**config.mk**
```make
export PLATFORM = sky130hd
export DESIGN_NAME = mem_access_unit
export DESIGN_NICKNAME = d
export VERILOG_FILES = /design/src/rtl/mem_access_pkg.sv /design/src/rtl/mem_access_unit_lane_align.sv /design/src/rtl/mem_access_unit.sv
export SDC_FILE = /design/constraint.sdc
export NUM_CORES = 1
export LEC_CHECK = 0
export ABC_AREA = 1
export ABC_CLOCK_PERIOD_IN_PS = 19400
export CAP_MARGIN = 20
export CORE_MARGIN = 3
export CORE_UTILIZATION = 45
export DETAILED_ROUTE_END_ITERATION = 7
export MAX_ROUTING_LAYER = met4
export PLACE_DENSITY_LB_ADDON = 0.1
export SYNTH_ARGS = -nofsm -noshare
export SYNTH_HDL_FRONTEND = slang
export SYNTH_HIERARCHICAL = 1
export SYNTH_SLANG_ARGS = --single-unit
export TNS_END_PERCENT = 30
```
**constraint.sdc**
```tcl
create_clock -name Clk -period 19.4 [get_ports Clk]
set_input_delay 3.88 -clock Clk [delete_from_list [all_inputs] [get_ports Clk]]
set_output_delay 3.88 -clock Clk [all_outputs]
set_load 0.02 [all_outputs]
```
**src/rtl/mem_access_pkg.sv**
```systemverilog
// Shared types and helpers for the load/store access unit.
package mem_access_pkg;

  typedef enum logic [1:0] {
    SIZE_BYTE  = 2'b00,
    SIZE_HALF  = 2'b01,
    SIZE_WORD  = 2'b10,
    SIZE_DWORD = 2'b11
  } accSize_t;

  typedef enum logic [1:0] {
    IDLE = 2'b00,
    RD   = 2'b01,
    WR   = 2'b10,
    RESP = 2'b11
  } fsmState_t;

  // Byte lanes touched by an access of the given size at the given offset.
  // Misaligned combinations are never merged, so truncation there is harmless.
  function automatic logic [7:0] laneMask(input logic [1:0] size, input logic [2:0] offset);
    logic [7:0] base;
    case (accSize_t'(size))
      SIZE_BYTE: base = 8'h01;
      SIZE_HALF: base = 8'h03;
      SIZE_WORD: base = 8'h0F;
      default:   base = 8'hFF;
    endcase
    return base << offset;
  endfunction

endpackage

```
**src/rtl/mem_access_unit_lane_align.sv**
```systemverilog
// Combinational lane handling: load extract/extend and store merge.
import mem_access_pkg::*;

module lane_align (
  input  logic [1:0]  size,
  input  logic [2:0]  offset,
  input  logic        isUnsigned,
  input  logic [63:0] loadWord,
  input  logic [63:0] mergeBase,
  input  logic [63:0] wdata,
  output logic [63:0] loadData,
  output logic [63:0] mergedData
);

  logic [63:0] shifted;
  logic [63:0] wShift;
  logic [7:0]  mask;

  // Pull the addressed lane down to bit 0 and extend it.
  always_comb begin
    shifted  = loadWord >> {offset, 3'b000};
    loadData = shifted;
    case (accSize_t'(size))
      SIZE_BYTE: loadData = isUnsigned ? {56'b0, shifted[7:0]}  : {{56{shifted[7]}},  shifted[7:0]};
      SIZE_HALF: loadData = isUnsigned ? {48'b0, shifted[15:0]} : {{48{shifted[15]}}, shifted[15:0]};
      SIZE_WORD: loadData = isUnsigned ? {32'b0, shifted[31:0]} : {{32{shifted[31]}}, shifted[31:0]};
      default:   loadData = shifted;
    endcase
  end

  // Overlay the low bytes of the store data onto the addressed lanes only.
  always_comb begin
    mask       = laneMask(size, offset);
    wShift     = wdata << {offset, 3'b000};
    mergedData = mergeBase;
    for (int i = 0; i < 8; i++) begin
      if (mask[i]) mergedData[8*i +: 8] = wShift[8*i +: 8];
    end
  end

endmodule

```
**src/rtl/mem_access_unit.sv**
```systemverilog
// Load/store unit: aligns CPU byte/half/word/dword accesses onto a
// doubleword memory, doing read-modify-write for sub-word stores.
import mem_access_pkg::*;

module mem_access_unit #(
  parameter int READ_LAT = 1
) (
  input  logic        Clk,
  input  logic        Reset,
  input  logic        req_valid,
  output logic        req_ready,
  input  logic        req_write,
  input  logic [1:0]  req_size,
  input  logic        req_unsigned,
  input  logic [63:0] req_addr,
  input  logic [63:0] req_wdata,
  output logic        resp_valid,
  output logic [63:0] resp_rdata,
  output logic        resp_misaligned,
  output logic [63:0] mem_addr,
  output logic [63:0] mem_wdata,
  output logic        mem_wr,
  input  logic [63:0] mem_rdata
);

  fsmState_t   state, nextState;
  logic [63:0] addrQ, wdataQ, dataQ, respRdataQ;
  logic [1:0]  sizeQ, rdCnt;
  logic        writeQ, unsQ, respMisQ;
  logic        reqMisaligned;
  logic [63:0] loadData, mergedData;

  assign req_ready       = (state == IDLE);
  assign resp_valid      = (state == RESP);
  assign mem_wr          = (state == WR);
  assign mem_addr        = {addrQ[63:3], 3'b000};
  assign mem_wdata       = mergedData;
  assign resp_rdata      = respRdataQ;
  assign resp_misaligned = respMisQ;

  // Alignment check on the live request, evaluated at the accepting edge.
  always_comb begin
    case (accSize_t'(req_size))
      SIZE_HALF:  reqMisaligned = req_addr[0];
      SIZE_WORD:  reqMisaligned = |req_addr[1:0];
      SIZE_DWORD: reqMisaligned = |req_addr[2:0];
      default:    reqMisaligned = 1'b0;
    endcase
  end

  lane_align uLaneAlign (
    .size       (sizeQ),
    .offset     (addrQ[2:0]),
    .isUnsigned (unsQ),
    .loadWord   (mem_rdata),
    .mergeBase  (dataQ),
    .wdata      (wdataQ),
    .loadData   (loadData),
    .mergedData (mergedData)
  );

  // State register.
  always_ff @(posedge Clk or posedge Reset) begin
    if (Reset) state <= IDLE;
    else       state <= nextState;
  end

  // Next-state: misaligned skips memory, dword stores skip the read.
  always_comb begin
    nextState = state;
    case (state)
      IDLE: begin
        if (req_valid) begin
          if (reqMisaligned)                                   nextState = RESP;
          else if (req_write && (req_size == 2'(SIZE_DWORD)))   nextState = WR;
          else                                                 nextState = RD;
        end
      end
      RD:      if (rdCnt == 2'd0) nextState = writeQ ? WR : RESP;
      WR:      nextState = RESP;
      default: nextState = IDLE;
    endcase
  end

  // Request capture, read-latency countdown and response data registers.
  always_ff @(posedge Clk or posedge Reset) begin
    if (Reset) begin
      addrQ      <= '0;
      wdataQ     <= '0;
      sizeQ      <= '0;
      writeQ     <= 1'b0;
      unsQ       <= 1'b0;
      rdCnt      <= '0;
      dataQ      <= '0;
      respRdataQ <= '0;
      respMisQ   <= 1'b0;
    end else begin
      case (state)
        IDLE: begin
          if (req_valid) begin
            addrQ  <= req_addr;
            wdataQ <= req_wdata;
            sizeQ  <= req_size;
            writeQ <= req_write;
            unsQ   <= req_unsigned;
            rdCnt  <= 2'(READ_LAT);
            if (reqMisaligned) begin
              respRdataQ <= '0;
              respMisQ   <= 1'b1;
            end
          end
        end
        RD: begin
          if (rdCnt != 2'd0) begin
            rdCnt <= rdCnt - 2'd1;
          end else begin
            dataQ <= mem_rdata;
            if (!writeQ) begin
              respRdataQ <= loadData;
              respMisQ   <= 1'b0;
            end
          end
        end
        WR: begin
          respRdataQ <= '0;
          respMisQ   <= 1'b0;
        end
        default: ;
      endcase
    end
  end

endmodule

```
==> flow_summary.json, run 1 <==
{
  "worstSetupStartpoint": "addrQ[1]",
  "nNetsFinal": 2353,
  "drt_pass1_iterations": 8,
  "grt_max_degree": 135,
  "cts_resized": 0,
  "maxCapViolCount": 0,
  "r2r-start": "addrQ[1]",
  "die_w_um": 190,
  "finish.instance_area_sq_mm": 0.0199,
  "min_path_type": "reg2reg",
  "power_w": 0.00429,
  "critPathRequiredTime_ns": 15.52,
  "syn_area_sq_mm": 0.0152,
  "wire_per_inst_um": 21.4,
  "clock_sinks": 265,
  "finalHoldViolCount": 0,
  "track_usage": 0.310,
  "yosysUniqueCellTypes": 36,
  "fin_crit_ns": 8.16,
  "die_area_sq_mm": 0.0360,
  "clock_latency_ns": 0.57,
  "avgViaCountPerCell": 5.41,
  "routabilityCongestion": 0.992,
  "vias": 14200,
  "powerDensity_mw_per_mm2": 216,
  "cts_tree": "done",
  "worst_setup_path_start_kind": "register",
  "holdBufCountCts": 0,
  "timing.hold.ws_ns": 0.479,
  "ys_seq_elements": 265,
  "synth-seq-area-share": 0.436,
  "drive_above_1_share": 0.104,
  "clockRootBuffer": "clkbuf_16",
  "max_freq_mhz": 123,
  "cts-buffers-inserted": 30,
  "place_area_sq_mm": 0.0187,
  "clk_pin_slew_worst_paths_ns": 0.06,
  "worstPathArrival_ns": 4.28,
  "clk_path_buf_depth": 3,
  "finalSetupTns_ns": 0,
  "area_growth_pct": 30.9,
  "worst_slew_pin_slew_ns": 1.12,
  "grt_pass1_vias": 14000,
  "remaining_drc_errors": 10,
  "rsz0062_at_grt": "no",
  "report.final.slew_viol_count": 0,
  "die_height_um": 190,
  "h-tree-depth": 1,
  "setup_viol": 0,
  "num_io_pins": 395,
  "antenna_left": 0,
  "status": "finished, violations left",
  "fin_crit_sh": 0.421,
  "overflow": 0,
  "holdCritStartpoint": "resp_rdata[43]",
  "p_leak_nw": 9.06,
  "fin_skew_ns": 0.00783,
  "initial_core_util": 0.462,
  "end_kind": "output pin",
  "fillers": 2958,
  "grt_pass1_wl_um": 84000,
  "rows": 66,
  "post_cts_buffers": 0,
  "io_buffers": 391,
  "synthCells": 1898,
  "antenna_found_initial": 1,
  "path_max_fanout": 93,
  "wl_um": 55900,
  "dp_hpwl_um": 41600,
  "violations": "DRC",
  "peakVddDrop_mv": 0.126,
  "syn_area_per_cell_sq_um": 8.02,
  "core-area_sq_mm": 0.0329,
  "drtIter0Drc": 1286,
  "yosys_warnings": 6,
  "worstSetupPathType": "reg2out",
  "relSlewSlack": 0.252
}
[worst max-delay path: stages, from the launching register on]
cell	delay [ns]
dfrtp_2	0.34
buf_4	0.71
inv_2	0.45
nand2_1	0.21
nor2_1	0.13
inv_1	0.42
nand2_1	0.36
inv_1	0.24
nand2_1	0.08
o211ai_1	0.09
clkdlybuf4s50_1	0.65
[final timing paths]
check                           slack (ns)  depth (start not counted)              to
worst max-delay path                 11.24                         10   mem_wdata[37]
worst min-delay path                  0.48                          2  resp_rdata[43]
worst max register to register       15.36                         11  resp_rdata[46]
worst min register to register        0.48                          2  resp_rdata[43]
max in group asynchronous            13.02                          4        addrQ[0]
min in group asynchronous             3.91                          2       addrQ[43]
[power by group]
group          internal, W  total (W)  switching (W)  leakage [nW]
logic              0.00102    0.00257        0.00155          5.22
clock network     0.000426   0.000674       0.000248         0.560
registers         0.000824    0.00105       0.000229          3.28
total              0.00227    0.00429        0.00203          9.06
[cell usage in the layout (no fill, tap or decap), types with 2 or more instances in the layout]
| cell | count |
|---|---|
| buf_4 | 14 |
| nor2_4 | 3 |
| clkinv_2 | 3 |
| or2_2 | 21 |
| o21a_1 | 14 |
| dfrtp_1 | 263 |
| ha_1 | 4 |
| nand4_1 | 34 |
| nand2_2 | 3 |
| mux2_2 | 95 |
| o21ai_2 | 7 |
| clkbuf_8 | 2 |
| and2_1 | 3 |
| conb_1 | 3 |
| o21ai_0 | 79 |
| nor2_2 | 3 |
| a31oi_1 | 3 |
| clkbuf_1 | 2 |
| clkinvlp_4 | 5 |
| o22ai_1 | 9 |
| nor3_1 | 2 |
| buf_6 | 2 |
| nor2_1 | 28 |
| mux2_1 | 50 |
| inv_1 | 49 |
| mux2i_1 | 3 |
| clkdlybuf4s50_1 | 391 |
| nand2_1 | 762 |
| nand3_1 | 109 |
| a21oi_2 | 2 |
| a21oi_1 | 20 |
| mux2_4 | 6 |
| inv_6 | 2 |
| o211ai_1 | 22 |
| clkbuf_16 | 30 |
| inv_2 | 6 |
| o21ai_1 | 97 |
| bufinv_16 | 10 |
[state kept, by name (all words and copies together) (netlist names)]
name             flops
wdataQ              64
state                2
rdCnt                2
resp_misaligned      1
dataQ               64
sizeQ                2
addrQ               64
writeQ               1
unsQ                 1
resp_rdata          64
[area by class of cell]
class,count,area (sq um),share of cell area
multi-input combinational,1388,7260,0.364
sequential,265,6640,0.333
timing repair buffer,408,4070,0.204
clock buffer,34,786,0.0394
tap,442,553,0.0278
clock inverter,22,395,0.0198
inverter,56,218,0.0109
antenna,1,2.50,0.000126
[kinds of logic after synthesis]
logic type,share of synthesized area
muxes,0.115
buffers and inverters,0.0890
adders and majority gates,0.00411
AOI/OAI and AO/OA,0.0943
other,0.000246
and+or+nand+nor,0.261
DFF,0.436
[routing by layer]
layer,share of wire,global-route usage,vias to the layer above
li1,-,-,6667
met1,0.43,0.416,6762
met2,0.47,0.484,600
met3,0.062,0.0394,126
met4,0.042,0.117,0
met5,0,-,-
[cell usage after synthesis (all sizes together)]
master	n	area share
nand2	767	0.19
dfrtp	265	0.44
o21ai	183	0.062
buf	155	0.066
mux2	151	0.11
nand3	110	0.037
inv	56	0.014
clkbuf	36	0.0089
nand4	34	0.014
nor2	34	0.010
a21oi	22	0.0077
o211ai	22	0.011
or2	21	0.0086
o21a	14	0.0069
o22ai	9	0.0037
ha	5	0.0041
a31oi	3	0.0012
and2	3	0.0012
mux2i	3	0.0020
a22oi	2	0.0019
nor3	2	0.00066
conb	1	0.00025
[stage by stage]
stage | util | cells | setup slack (ns)
after floorplan | - | 1900 | 8.22
after global placement | 0.567 | 2556 | 12.01
after detailed placement | 0.568 | 2558 | 11.92
after CTS | 0.604 | 2614 | 11.32
after global routing | 0.605 | 2616 | 10.94
final | 0.605 | 2616 | 11.24
No activity file was read; power rests on OpenSTA's default activity.
==> run 2: changes to the inputs <==
ABC_CLOCK_PERIOD_IN_PS = 6900   (was 19400)
clock period = 6.9 ns   (was 19.4 ns; I/O delays follow)
==> run 2 against run 1 <==
  * The flow now finishes without violations
  * First-iteration DRC count down 8.8%
  * Combinational power grew to 2.8 times the previous value
  * Sequential share of layout area is 0.22 points higher
  * Largest cell class unchanged
  * Non-clock buffer count is 1 higher
  * Count of clock-buffer cells in the layout is 7 higher
  * Sequential cell count unchanged
  * Via count is essentially flat
  * Die area did not move
  * Highest routed layer unchanged
==> flow_summary.json, run 2 (synthesis gave the netlist of run 1 again) <==
{
  "worstPathArrival_ns": 4.06,
  "die_w_um": 190,
  "core-area_sq_mm": 0.0329,
  "timing.rr.end": "resp_rdata[43]",
  "clk_pin_slew_worst_paths_ns": 0.07,
  "cts-buffers-inserted": 30,
  "final_common_cell": "nand2_1",
  "place_area_sq_mm": 0.0187,
  "drtIter0Drc": 1173,
  "grt_pass1_vias": 14000,
  "peakVddDrop_mv": 0.391,
  "num_io_pins": 395,
  "cts_resized": 0,
  "fin_util": 0.601,
  "wire_per_inst_um": 21.3,
  "clk_path_buf_depth": 3,
  "drive_above_1_share": 0.104,
  "setup_viol": 0,
  "maxCapViolCount": 0,
  "finalHoldViolCount": 0,
  "antenna_found_initial": 2,
  "dp_hpwl_um": 41900,
  "finish.instance_area_sq_mm": 0.0198,
  "drt_pass1_iterations": 5,
  "die_height_um": 190,
  "vias": 14200,
  "rows": 66,
  "grt_pass1_wl_um": 84100,
  "regToRegSetupSlack_ns": 3.34,
  "remaining_drc_errors": 0,
  "post_cts_buffers": 0,
  "rsz0062_at_grt": "no",
  "holdCritStartpoint": "dataQ[54]",
  "area_growth_pct": 30.1,
  "clock_latency_ns": 0.57,
  "io_buffers": 391,
  "clockRootBuffer": "clkbuf_16",
  "wl_um": 55900,
  "relSlewSlack": 0.245,
  "setup_slack_ns": 1.46,
  "report.final.slew_viol_count": 0,
  "routabilityCongestion": 0.958,
  "reg2reg_depth": 12,
  "layout_common_cells": "762 x nand2_1, 391 x clkdlybuf4s50_1, 263 x dfrtp_1",
  "r2r-start": "addrQ[0]",
  "dp_slack_ns": 2.20,
  "grt_max_degree": 135,
  "min_path_type": "reg2reg",
  "avgViaCountPerCell": 5.41,
  "holdPathEnd": "dataQ[54]",
  "status": "complete, no violations",
  "clock_sinks": 265,
  "end_kind": "output pin",
  "fin_crit_sh": 0.789,
  "hold_depth": 2,
  "overflow": 0,
  "max_freq_mhz": 184,
  "worst_setup_path_start_kind": "register",
  "path_max_fanout": 39,
  "antenna_left": 0,
  "critPathRequiredTime_ns": 5.52,
  "finalSetupTns_ns": 0,
  "h-tree-depth": 1,
  "powerDensity_mw_per_mm2": 597,
  "die_area_sq_mm": 0.0360,
  "worst_slew_pin_slew_ns": 1.13,
  "initial_core_util": 0.462,
  "holdBufCountCts": 0,
  "cts_tree": "done",
  "p_leak_nw": 9.01,
  "track_usage": 0.311,
  "worstSetupPathType": "reg2out",
  "nNetsFinal": 2354,
  "fin_crit_ns": 5.44,
  "fin_skew_ns": 0.0204
}
-- run 2: changes by cell type in the layout (fill, tap and decap cells not counted), sizes merged --
cell,before,now
clkbuf,34,41
diode,1,3
clkinvlp,5,3
bufinv,10,2
buf,17,18
clkinv,5,8
-- run 2: through the flow --
step	std cells	hold slack (ns)	total power [W]
after global placement	2558	0.463	0.0101
after floorplan	1900	0.443	0.00748
final	2619	0.477	0.0118
after CTS	2614	0.483	0.0118
after detailed placement	2558	0.468	0.0101
after global routing	2618	0.506	0.0126
-- run 2: layer usage --
layer	part of all wire	global-route usage	vias up
met2	0.48	0.505	556
li1	-	-	6672
met1	0.43	0.411	6812
met5	0	-	-
met3	0.061	0.0409	122
met4	0.033	0.0930	0
-- run 2: area by class of cell --
class | count | area (sq um)
fill | 3023 | 13200
multi-input combinational | 1388 | 7260
sequential | 265 | 6640
timing repair buffer | 409 | 4090
clock buffer | 41 | 872
tap | 442 | 553
inverter | 56 | 214
clock inverter | 15 | 156
antenna | 3 | 7.51
-- run 2: critical path, cell delays in order (launching register included) --
cell and delay [ns]:
dfrtp_2 0.64, inv_2 0.47, nand2_1 0.14, nor2_1 0.44
inv_1 0.39, nand2_1 0.43, nand3_1 0.16, o211ai_1 0.13
clkdlybuf4s50_1 0.65
-- run 2: worst max path at each step --
| stage | endpoint | slack, ns | start |
|---|---|---|---|
| final | mem_wdata[34] | 1.46 | addrQ[1] |
| after global routing | mem_wdata[34] | 1.28 | addrQ[1] |
| after CTS | mem_wdata[34] | 1.56 | addrQ[1] |
| after detailed placement | mem_wdata[34] | 2.20 | addrQ[1] |
| after global placement | mem_wdata[36] | 2.31 | addrQ[1] |
| after floorplan | addrQ[0] | 2.02 | Reset |
-- run 2: power breakdown --
| group | leakage, nW | internal, W | switching (W) | total (W) |
|---|---|---|---|---|
| logic | 5.23 | 0.00284 | 0.00433 | 0.00717 |
| clock network | 0.507 | 0.000964 | 0.000673 | 0.00164 |
| registers | 3.28 | 0.00232 | 0.000685 | 0.00300 |
| total | 9.01 | 0.00613 | 0.00569 | 0.0118 |
